--- src/rtl/sr_strobe_gen_pkg.sv ---
// Shared types and defaults for the SR-latch strobe generator.
package sr_strobe_pkg;

    typedef enum logic [1:0] {
        StIdle     = 2'd0,
        StSetPulse = 2'd1,
        StRstPulse = 2'd2,
        StGap      = 2'd3
    } state_e;

    localparam int unsigned SyncStagesDef     = 2;
    localparam int unsigned DebounceCyclesDef = 16;
    localparam int unsigned PulseCyclesDef    = 4;
    localparam int unsigned GapCyclesDef      = 1;

    // Bits needed to hold values 0..max_count.
    function automatic int unsigned cnt_width(input int unsigned max_count);
        return (max_count < 2) ? 1 : $clog2(max_count + 1);
    endfunction

endpackage

--- src/rtl/sr_strobe_gen_if.sv ---
// Button inputs and latch-side strobe outputs of the strobe generator.
interface sr_strobe_gen_if;
    logic btn_set;
    logic btn_reset;
    logic S_n;
    logic R_n;
    logic busy;
    logic conflict;

    modport master (
        output btn_set,
        output btn_reset,
        input  S_n,
        input  R_n,
        input  busy,
        input  conflict
    );

    modport slave (
        input  btn_set,
        input  btn_reset,
        output S_n,
        output R_n,
        output busy,
        output conflict
    );
endinterface

--- src/rtl/sr_strobe_gen_debounce_sync.sv ---
// Synchronizer plus debouncer for one raw button; pulses req_o for one clock
// when the debounced level rises.
module debounce_sync
    import sr_strobe_pkg::*;
#(
    parameter int unsigned SYNC_STAGES     = SyncStagesDef,
    parameter int unsigned DEBOUNCE_CYCLES = DebounceCyclesDef
) (
    input  logic clk,
    input  logic rst,
    input  logic btn_i,
    output logic req_o
);
    localparam int unsigned CntW = cnt_width(DEBOUNCE_CYCLES);
    localparam logic [CntW-1:0] CntLast = CntW'(DEBOUNCE_CYCLES - 1);

    logic [SYNC_STAGES-1:0] sync_q;
    logic [CntW-1:0]        cnt_q;
    logic                   level_q;
    logic                   req_q;
    logic                   sync_bit;

    assign sync_bit = sync_q[SYNC_STAGES-1];

    always_ff @(posedge clk or posedge rst) begin
        if (rst) begin
            sync_q  <= '0;
            cnt_q   <= '0;
            level_q <= 1'b0;
            req_q   <= 1'b0;
        end else begin
            sync_q <= {sync_q[SYNC_STAGES-2:0], btn_i};
            req_q  <= 1'b0;
            if (sync_bit == level_q) begin
                cnt_q <= '0;
            end else if (cnt_q == CntLast) begin
                // This is the DEBOUNCE_CYCLES-th consecutive differing sample.
                cnt_q   <= '0;
                level_q <= sync_bit;
                req_q   <= sync_bit;
            end else begin
                cnt_q <= cnt_q + CntW'(1);
            end
        end
    end

    assign req_o = req_q;

endmodule

--- src/rtl/sr_strobe_gen.sv ---
// Turns two bouncy buttons into mutually exclusive active-low S_n/R_n strobes
// for a NAND SR latch; reset requests always win over set requests.
module sr_strobe_gen
    import sr_strobe_pkg::*;
#(
    parameter int unsigned SYNC_STAGES     = SyncStagesDef,
    parameter int unsigned DEBOUNCE_CYCLES = DebounceCyclesDef,
    parameter int unsigned PULSE_CYCLES    = PulseCyclesDef,
    parameter int unsigned GAP_CYCLES      = GapCyclesDef
) (
    input  logic           clk,
    input  logic           rst,
    sr_strobe_gen_if.slave bus_io
);
    localparam int unsigned CntMax = (PULSE_CYCLES > GAP_CYCLES) ? PULSE_CYCLES : GAP_CYCLES;
    localparam int unsigned CntW   = cnt_width(CntMax);
    localparam logic [CntW-1:0] PulseLast = CntW'(PULSE_CYCLES - 1);
    localparam logic [CntW-1:0] GapLast   = CntW'(GAP_CYCLES - 1);

    logic set_req;
    logic rst_req;
    logic want_r;
    logic want_s;

    state_e          state_q;
    logic [CntW-1:0] cnt_q;
    logic            pend_s_q;
    logic            pend_r_q;
    logic            s_n_q;
    logic            r_n_q;
    logic            busy_q;
    logic            conflict_q;

    debounce_sync #(
        .SYNC_STAGES     (SYNC_STAGES),
        .DEBOUNCE_CYCLES (DEBOUNCE_CYCLES)
    ) u_set_db (
        .clk   (clk),
        .rst   (rst),
        .btn_i (bus_io.btn_set),
        .req_o (set_req)
    );

    debounce_sync #(
        .SYNC_STAGES     (SYNC_STAGES),
        .DEBOUNCE_CYCLES (DEBOUNCE_CYCLES)
    ) u_rst_db (
        .clk   (clk),
        .rst   (rst),
        .btn_i (bus_io.btn_reset),
        .req_o (rst_req)
    );

    // Pending state including this cycle's requests; a set coincident with a reset is dropped.
    assign want_r = pend_r_q | rst_req;
    assign want_s = pend_s_q | (set_req & ~rst_req);

    always_ff @(posedge clk or posedge rst) begin
        if (rst) begin
            state_q    <= StIdle;
            cnt_q      <= '0;
            pend_s_q   <= 1'b0;
            pend_r_q   <= 1'b0;
            s_n_q      <= 1'b1;
            r_n_q      <= 1'b1;
            busy_q     <= 1'b0;
            conflict_q <= 1'b0;
        end else begin
            if (set_req && rst_req) begin
                conflict_q <= 1'b1;
            end
            unique case (state_q)
                StIdle: begin
                    cnt_q <= '0;
                    if (rst_req) begin
                        state_q <= StRstPulse;
                        r_n_q   <= 1'b0;
                        busy_q  <= 1'b1;
                    end else if (set_req) begin
                        state_q <= StSetPulse;
                        s_n_q   <= 1'b0;
                        busy_q  <= 1'b1;
                    end
                end
                StSetPulse, StRstPulse: begin
                    pend_r_q <= want_r;
                    pend_s_q <= want_s;
                    if (cnt_q == PulseLast) begin
                        state_q <= StGap;
                        cnt_q   <= '0;
                        s_n_q   <= 1'b1;
                        r_n_q   <= 1'b1;
                    end else begin
                        cnt_q <= cnt_q + CntW'(1);
                    end
                end
                StGap: begin
                    if (cnt_q == GapLast) begin
                        cnt_q <= '0;
                        if (want_r) begin
                            state_q  <= StRstPulse;
                            r_n_q    <= 1'b0;
                            pend_r_q <= 1'b0;
                            pend_s_q <= want_s;
                        end else if (want_s) begin
                            state_q  <= StSetPulse;
                            s_n_q    <= 1'b0;
                            pend_s_q <= 1'b0;
                            pend_r_q <= 1'b0;
                        end else begin
                            state_q  <= StIdle;
                            busy_q   <= 1'b0;
                            pend_s_q <= 1'b0;
                            pend_r_q <= 1'b0;
                        end
                    end else begin
                        cnt_q    <= cnt_q + CntW'(1);
                        pend_r_q <= want_r;
                        pend_s_q <= want_s;
                    end
                end
                default: begin
                    state_q <= StIdle;
                    s_n_q   <= 1'b1;
                    r_n_q   <= 1'b1;
                    busy_q  <= 1'b0;
                end
            endcase
        end
    end

    assign bus_io.S_n      = s_n_q;
    assign bus_io.R_n      = r_n_q;
    assign bus_io.busy     = busy_q;
    assign bus_io.conflict = conflict_q;

endmodule
--- src/flat_wrapper.sv ---
// flat-port wrapper written by rule: the top's interface ports become plain ports
module sr_strobe_gen_flat import sr_strobe_pkg::*;
#(
    parameter int unsigned SYNC_STAGES     = SyncStagesDef,
    parameter int unsigned DEBOUNCE_CYCLES = DebounceCyclesDef,
    parameter int unsigned PULSE_CYCLES    = PulseCyclesDef,
    parameter int unsigned GAP_CYCLES      = GapCyclesDef
)
  (clk, rst, bus_io_btn_set, bus_io_btn_reset, bus_io_S_n, bus_io_R_n, bus_io_busy, bus_io_conflict);
  sr_strobe_gen_if bus_io_i ();
  input  logic clk;
  input  logic rst;
  input wire logic [$bits(bus_io_i.btn_set)-1:0] bus_io_btn_set;
  input wire logic [$bits(bus_io_i.btn_reset)-1:0] bus_io_btn_reset;
  output wire logic [$bits(bus_io_i.S_n)-1:0] bus_io_S_n;
  output wire logic [$bits(bus_io_i.R_n)-1:0] bus_io_R_n;
  output wire logic [$bits(bus_io_i.busy)-1:0] bus_io_busy;
  output wire logic [$bits(bus_io_i.conflict)-1:0] bus_io_conflict;
  assign bus_io_i.btn_set = bus_io_btn_set;
  assign bus_io_i.btn_reset = bus_io_btn_reset;
  assign bus_io_S_n = bus_io_i.S_n;
  assign bus_io_R_n = bus_io_i.R_n;
  assign bus_io_busy = bus_io_i.busy;
  assign bus_io_conflict = bus_io_i.conflict;
  sr_strobe_gen #(.SYNC_STAGES(SYNC_STAGES), .DEBOUNCE_CYCLES(DEBOUNCE_CYCLES), .PULSE_CYCLES(PULSE_CYCLES), .GAP_CYCLES(GAP_CYCLES)) u_core (.clk(clk), .rst(rst), .bus_io(bus_io_i));
endmodule
--- config.mk ---
export PLATFORM = sky130hd
export DESIGN_NAME = sr_strobe_gen_flat
export DESIGN_NICKNAME = d
export VERILOG_FILES = /design/src/rtl/sr_strobe_gen_pkg.sv /design/src/rtl/sr_strobe_gen_if.sv /design/src/rtl/sr_strobe_gen_debounce_sync.sv /design/src/rtl/sr_strobe_gen.sv /design/src/flat_wrapper.sv
export SDC_FILE = /design/constraint.sdc
export NUM_CORES = 1
export LEC_CHECK = 0
export BUFFER_PORTS_ARGS = -buffer_cell sky130_fd_sc_hd__buf_4
export CORE_ASPECT_RATIO = 1.1
export CORE_UTILIZATION = 53
export DETAILED_ROUTE_END_ITERATION = 8
export PLACE_DENSITY = 0.7
export SETUP_SLACK_MARGIN = 0.1
export SLEW_MARGIN = 10
export SYNTH_ARGS = -nofsm -noshare
export SYNTH_HDL_FRONTEND = slang
export SYNTH_SLANG_ARGS = --single-unit
--- constraint.sdc ---
create_clock -name clk -period 1.5 [get_ports clk]
set_clock_uncertainty 0.1 [all_clocks]
set_input_delay 0.075 -clock clk [delete_from_list [all_inputs] [get_ports clk]]
set_output_delay 0.075 -clock clk [all_outputs]
set_load 0.005 [all_outputs]
# Word-level counts from Yosys, hierarchy flattened
# Index checks and enable logic that the tools add are counted.
dict set report totals {
  regBits 29
  latch_bits 0
  ram_bits 0
  rom_bits 0
  in_bits 4
  out_inout_bits 4
  word_cells 95
  n_memories 0
}
dict set report classes {
  addsub 3
  n_mul 0
  div_mod_pow 0
  order_cmp 0
  eq_ne 18
  n_shift 0
  muxes 40
  bitwise_logic 6
  reduce_logical 12
}
# cell n
set op_table {}
lappend op_table {{$mux 1} 22}
lappend op_table {{$mux 5} 4}
lappend op_table {{$add 5x1->5 const B} 2}
lappend op_table {{$eq 5x4->1 const B} 2}
lappend op_table {{$mux 2} 5}
lappend op_table {{$ne 2x2->1 const B} 5}
lappend op_table {{$pmux 3 s3} 1}
lappend op_table {{$ne 2x1->1 const B} 4}
lappend op_table {{$mux 3} 2}
lappend op_table {{$pmux 1 s2} 3}
lappend op_table {{$pmux 1 s3} 2}
lappend op_table {{$pmux 2 s3} 1}
lappend op_table {{$reduce_and 6->1} 1}
lappend op_table {{$reduce_and 5->1} 1}
lappend op_table {{$eq 2x2->1 const B} 2}
lappend op_table {{$reduce_and 2->1} 2}
lappend op_table {{$reduce_and 4->1} 1}
lappend op_table {{$reduce_bool 2->1} 2}
lappend op_table {{$add 3x1->3 const B} 1}
lappend op_table {{$eq 3x2->1 const B} 1}
lappend op_table {{$logic_not 3->1} 1}
lappend op_table {{$ne 3x3->1 const B} 1}
lappend op_table {{$not 1->1} 3}
lappend op_table {{$reduce_and 3->1} 1}
lappend op_table {{7 further kinds} 9}

# Logic depth before layout (Yosys ltp)
dict set report logic_depth {
  depth_word 7
  depth_mapped 7
  ltp_nobuf 6
}

# By module
# A second synthesis with hierarchy kept.
dict set report unflattened {
  hier_cells 123
  hier_area_um2 1401.3
}
# module instances cells_per_inst area_each_um2 seq_area_each_um2
set by_module_without_submodules {}
lappend by_module_without_submodules {sr_strobe_gen 1 71 723.2 277.8}
lappend by_module_without_submodules {debounce_sync 2 26 339.1 225.2}

# Worst setup path after synthesis
# Ideal clock, no wire load.
dict set report synth_timing {
  path_type {register to register}
  startpoint {register u_core.state_q[0]}
  endpoint {register u_core.s_n_q (netlist: u_core.bus_io.S_n)}
  setup_ns 0.082
  arrival_time_ns 1.472
  t_required_ns 1.318
  setup_slack_ns -0.154
  path_stages_with_launch 7
  path_buffers 0
  period_less_slack_ns 1.654
  path_cell_list {dfrtp_1 > inv_1 > ha_1 > nor2b_4 > a21oi_4 > nand4_2 > mux2_4}
}
dict set report synth_between {
  elab_chain_cells 4
  elab_cells_between_ends 13
  cone_classes {eq/ne: 9; mux: 1; reduce/logical: 3}
}
# element line
set synth_rtl {}
lappend synth_rtl {{from (decl)} sr_strobe_gen.sv:25} ;# state_e state_q;
lappend synth_rtl {{from (signal assigned)} sr_strobe_gen.sv:60} ;# state_q <= StIdle;
lappend synth_rtl {{from (signal assigned)} sr_strobe_gen.sv:76} ;# state_q <= StRstPulse;
lappend synth_rtl {{from (signal assigned)} sr_strobe_gen.sv:80} ;# state_q <= StSetPulse;
lappend synth_rtl {{$eq 2x1->1 / $eq 2x2->1 (equally long branches)} sr_strobe_gen.sv:72} ;# unique case (state_q)
lappend synth_rtl {{$reduce_or 2->1} sr_strobe_gen.sv:72}
lappend synth_rtl {{$ne 2x1->1 (no line)} -}
lappend synth_rtl {{$reduce_and 6->1 (no line)} -}
lappend synth_rtl {{to (signal assigned)} sr_strobe_gen.sv:64} ;# s_n_q <= 1'b1;
lappend synth_rtl {{to (signal assigned)} sr_strobe_gen.sv:81} ;# s_n_q <= 1'b0;
lappend synth_rtl {{to (signal assigned)} sr_strobe_gen.sv:91} ;# s_n_q <= 1'b1;
lappend synth_rtl {{to (decl)} sr_strobe_gen.sv:29} ;# logic s_n_q;
# Parallel ways exist; a longest one is shown, timed or not.
# A chain may end at the register's enable or synchronous reset.

# Worst setup path after layout
# Same ends and word-level chain as after synthesis.

==> results by group <==
Routing
  – Total Routed Length: 2.30 mm
  – Final antenna-violating net count: 0
  – Vias per inst: 5.08
  – TritonRoute pass-1 iters: 4
  – DR iter-0 viols: 18
  – Vias: 919
  – Routed WL per cell: 12.7 microns
  – DRC Markers: 0

Timing
  – Fmax: 0.619 GHz
  – Final worst-path setup slack: -0.115 ns
  – Fin Setup TNS: -0.322 ns
  – Slew margin rel.: 76.3%
  – Fin. max-slew vios: 0
  – Final hold violations: 0
  – Crit share post-route: 108%
  – # setup viols final: 4
  – Least-Margin Pin Slew: 0.356 ns
  – Period minus WS final: 1.62 ns
  – RSZ-0062 raised after global routing: true

GRT
  – Vias in the first global route: 941
  – Largest net degree at the start of global routing: 30
  – Initial antenna violation count: 0
  – First-pass GRT wire length: 4.10 mm
  – Global route overflow: 0
  – GRT Total Usage: 19.9%

CTS
  – Root buf cell: clkbuf_4
  – Clk Latency, worst-skew pair: 0.33 ns
  – CTS sink count: 29
  – Htree depth: 2
  – CTS tree: done
  – CTS clk-pin slew, worst paths: 0.09 ns
  – Num CTS Buffers: 5
  – Clock tree buffer depth: 2

Synth
  – Part of the Yosys area used for sequential elements: 53.0%
  – Top cell type by total area after synthesis: dfrtp_1
  – Synth cell count leaders: 27 x dfrtp_1, 15 x nor2_1, 12 x inv_1
  – Syn Nets: 135
  – Unique cell type count in the Yosys netlist: 33
  – Mean Syn Cell Area: 11.3 sq um
  – Count leader, synth: dfrtp_1
  – Ys Warns: 0
  – Syn Inst Count: 122
  – #FFs+latches synth: 29
  – Post-synth top flop: dfrtp_1
  – Post-synth EDFFs: 0
  – Yosys top cell area share: 49.1%
  – Fraction of registers with async set/reset: 100%
  – Largest cells by area after synthesis: dfrtp_1 49%, ha_1 8.2%, nor2_1 4.1%
  – Mapped Area: 0.00138 sq mm

Critical path
  – Arrival time worst endpoint: 1.77 ns
  – Critical path, cell by cell: inv_2 > ha_4 > nor2b_4 > a21oi_4 > nand4_2 > mux2_4
  – Worst R2R End: u_core.bus_io.S_n
  – Req. time, crit path: 1.66 ns
  – Worst setup SP type: register
  – Setup crit end: u_core.bus_io.S_n
  – Crit-path max FO: 5
  – Critical path endpoint category: register
  – Slowest Stage Delay on Critical Path: 0.42 ns
  – Slowest stage cell, crit path: dfrtp_1
  – Beginning of the critical path: u_core.state_q[0]
  – Reg-to-reg slack, setup: -0.12 ns
  – Worst R2R Path Depth: 6
  – Kind of critical path: reg -> reg
  – FF-to-FF Start: u_core.state_q[0]

Final layout
  – Diodes inserted: 0
  – Fill count: 190
  – Multi-input gate area: 679 sq um
  – Final layout net count: 162
  – Share of cells above drive strength 1: 36.0%
  – Final Instance Count excl. Fillers: 181
  – Register area: 729 sq um
  – Synth-to-layout area growth: 25.4%

Pwr
  – Leakage: 0.825 nW
  – VDD IR max: 1.41 mV
  – Pwr dens: 1720 mW/mm^2

Outcome
  – Failing checks: negative setup slack
  – Status: complete, but fails checks

Place
  – Cell Count Post-Placement: 164
  – IO buf count: 7
  – Post-DP HPWL: 1.52 mm
  – GPL Wtd Cong: 0.795

Floorplan
  – I/O pin cnt: 8
  – Die Width: 50.6 microns
  – Die Y: 55.4 microns
  – FP Rows: 19
  – Starting Density: 55.6%
  – Core Box Area: 0.00247 sq mm
  – Die area: 0.00280 sq mm

Worst hold path
  – HP Class: in -> async

Job
  – Max-Cap Viols: 0
[what timing repair did]
| item | CTS | global route |
|---|---|---|
| cloned | 0 | 0 |
| hold endpoints to repair | 29 | 0 |
| endpoints found under the setup margin | 11 | 15 |
| setup buffers | 5 | 1 |
| hold buffers | 3 | 0 |
| resized for setup | 6 | 12 |
| pin swaps | 2 | 4 |
[worst min path at each step]
stage,to,start,slack (ns)
after global routing,u_core.u_set_db.sync_q[0],bus_io_btn_set,0.28
after global placement,u_core.u_rst_db.sync_q[0],rst,0.07
final,u_core.bus_io.busy,rst,0.26
after floorplan,u_core.u_rst_db.sync_q[0],bus_io_btn_reset,0.006
after detailed placement,u_core.u_rst_db.sync_q[0],rst,0.07
after CTS,u_core.u_rst_db.sync_q[1],u_core.u_rst_db.sync_q[0],0.26
[worst max-delay path, delay by kind of cell, from the launching register on]
kind | cells | cell delay (ns)
multiplexers | 1 | 0.31
AND/OR/NAND/NOR | 2 | 0.25
buffers and inverters | 1 | 0.08
adder cells (fa/ha/maj) | 1 | 0.20
flip-flops | 1 | 0.42
AO/OA/AOI/OAI | 1 | 0.19
[power by group]
part / internal, mW / total [mW] / switching [mW]
clock network: 0.231 / 0.486 / 0.255
registers: 0.924 / 1.02 / 0.0941
logic: 0.788 / 1.46 / 0.667
total: 1.94 / 2.96 / 1.02
[flip-flops by register name (all words and copies together), names as in the netlist]
signal / cells
u_core.u_rst_db.cnt_q: 5
u_core.bus_io.conflict: 1
u_core.cnt_q: 3
u_core.u_rst_db.sync_q: 2
u_core.u_set_db.sync_q: 2
u_core.bus_io.R_n: 1
u_core.u_set_db.req_o: 1
u_core.pend_r_q: 1
u_core.u_rst_db.level_q: 1
u_core.u_rst_db.req_o: 1
u_core.u_set_db.cnt_q: 5
u_core.bus_io.busy: 1
u_core.state_q: 2
u_core.u_set_db.level_q: 1
u_core.pend_s_q: 1
u_core.bus_io.S_n: 1
[layer usage]
metal,GRT usage [%],routed length [microns],vias up
met3,4.96,64,7
met5,0,0,-
met2,29.9,1080,13
met4,10.7,54,0
li1,-,-,467
met1,26.3,1100,432
[cell usage in the layout (no fill, tap or decap), types with 4 or more instances in the layout]
| master | instances |
|---|---|
| xor2_1 | 6 |
| buf_4 | 19 |
| inv_2 | 4 |
| dfrtp_1 | 26 |
| inv_1 | 8 |
| clkbuf_4 | 5 |
| nand2_1 | 4 |
| nor2_1 | 14 |
| ha_4 | 5 |
[area by class of cell]
type | instances | area share, %
Timing Repair Buffer | 22 | 10.0
Clock buffer | 8 | 3.41
Multi-Input combinational cell | 79 | 39.4
Tap cell | 31 | 2.25
Sequential cell | 29 | 42.3
Inverter | 12 | 2.61
[per-stage QoR]
| step | hold slack, ns | util [%] | setup WS [ns] | total power [mW] | instance area (sq um) |
|---|---|---|---|---|---|
| CTS | 0.258 | 67.7 | -0.116 | 2.88 | 1670 |
| global placement | 0.0664 | 61.4 | -0.0470 | 2.24 | 1520 |
| detailed placement | 0.0718 | 61.4 | -0.107 | 2.27 | 1520 |
| floorplan | 0.00643 | - | -0.0626 | 1.87 | 1390 |
| finish | 0.261 | 69.7 | -0.115 | 2.96 | 1720 |
| global route | 0.277 | 69.7 | -0.161 | 3.17 | 1720 |
[cells by family after synthesis]
group / Yosys count / synth area share, %
and+or+nand+nor: 40 / 17.0
DFF: 29 / 53.0
AOI/OAI and AO/OA: 20 / 10.5
buffers and inverters: 14 / 4.00
adders and majority gates: 9 / 8.19
xor gates and xnor gates: 6 / 3.82
muxes: 4 / 3.55
Note: power is estimated with default switching activity, not from simulation.
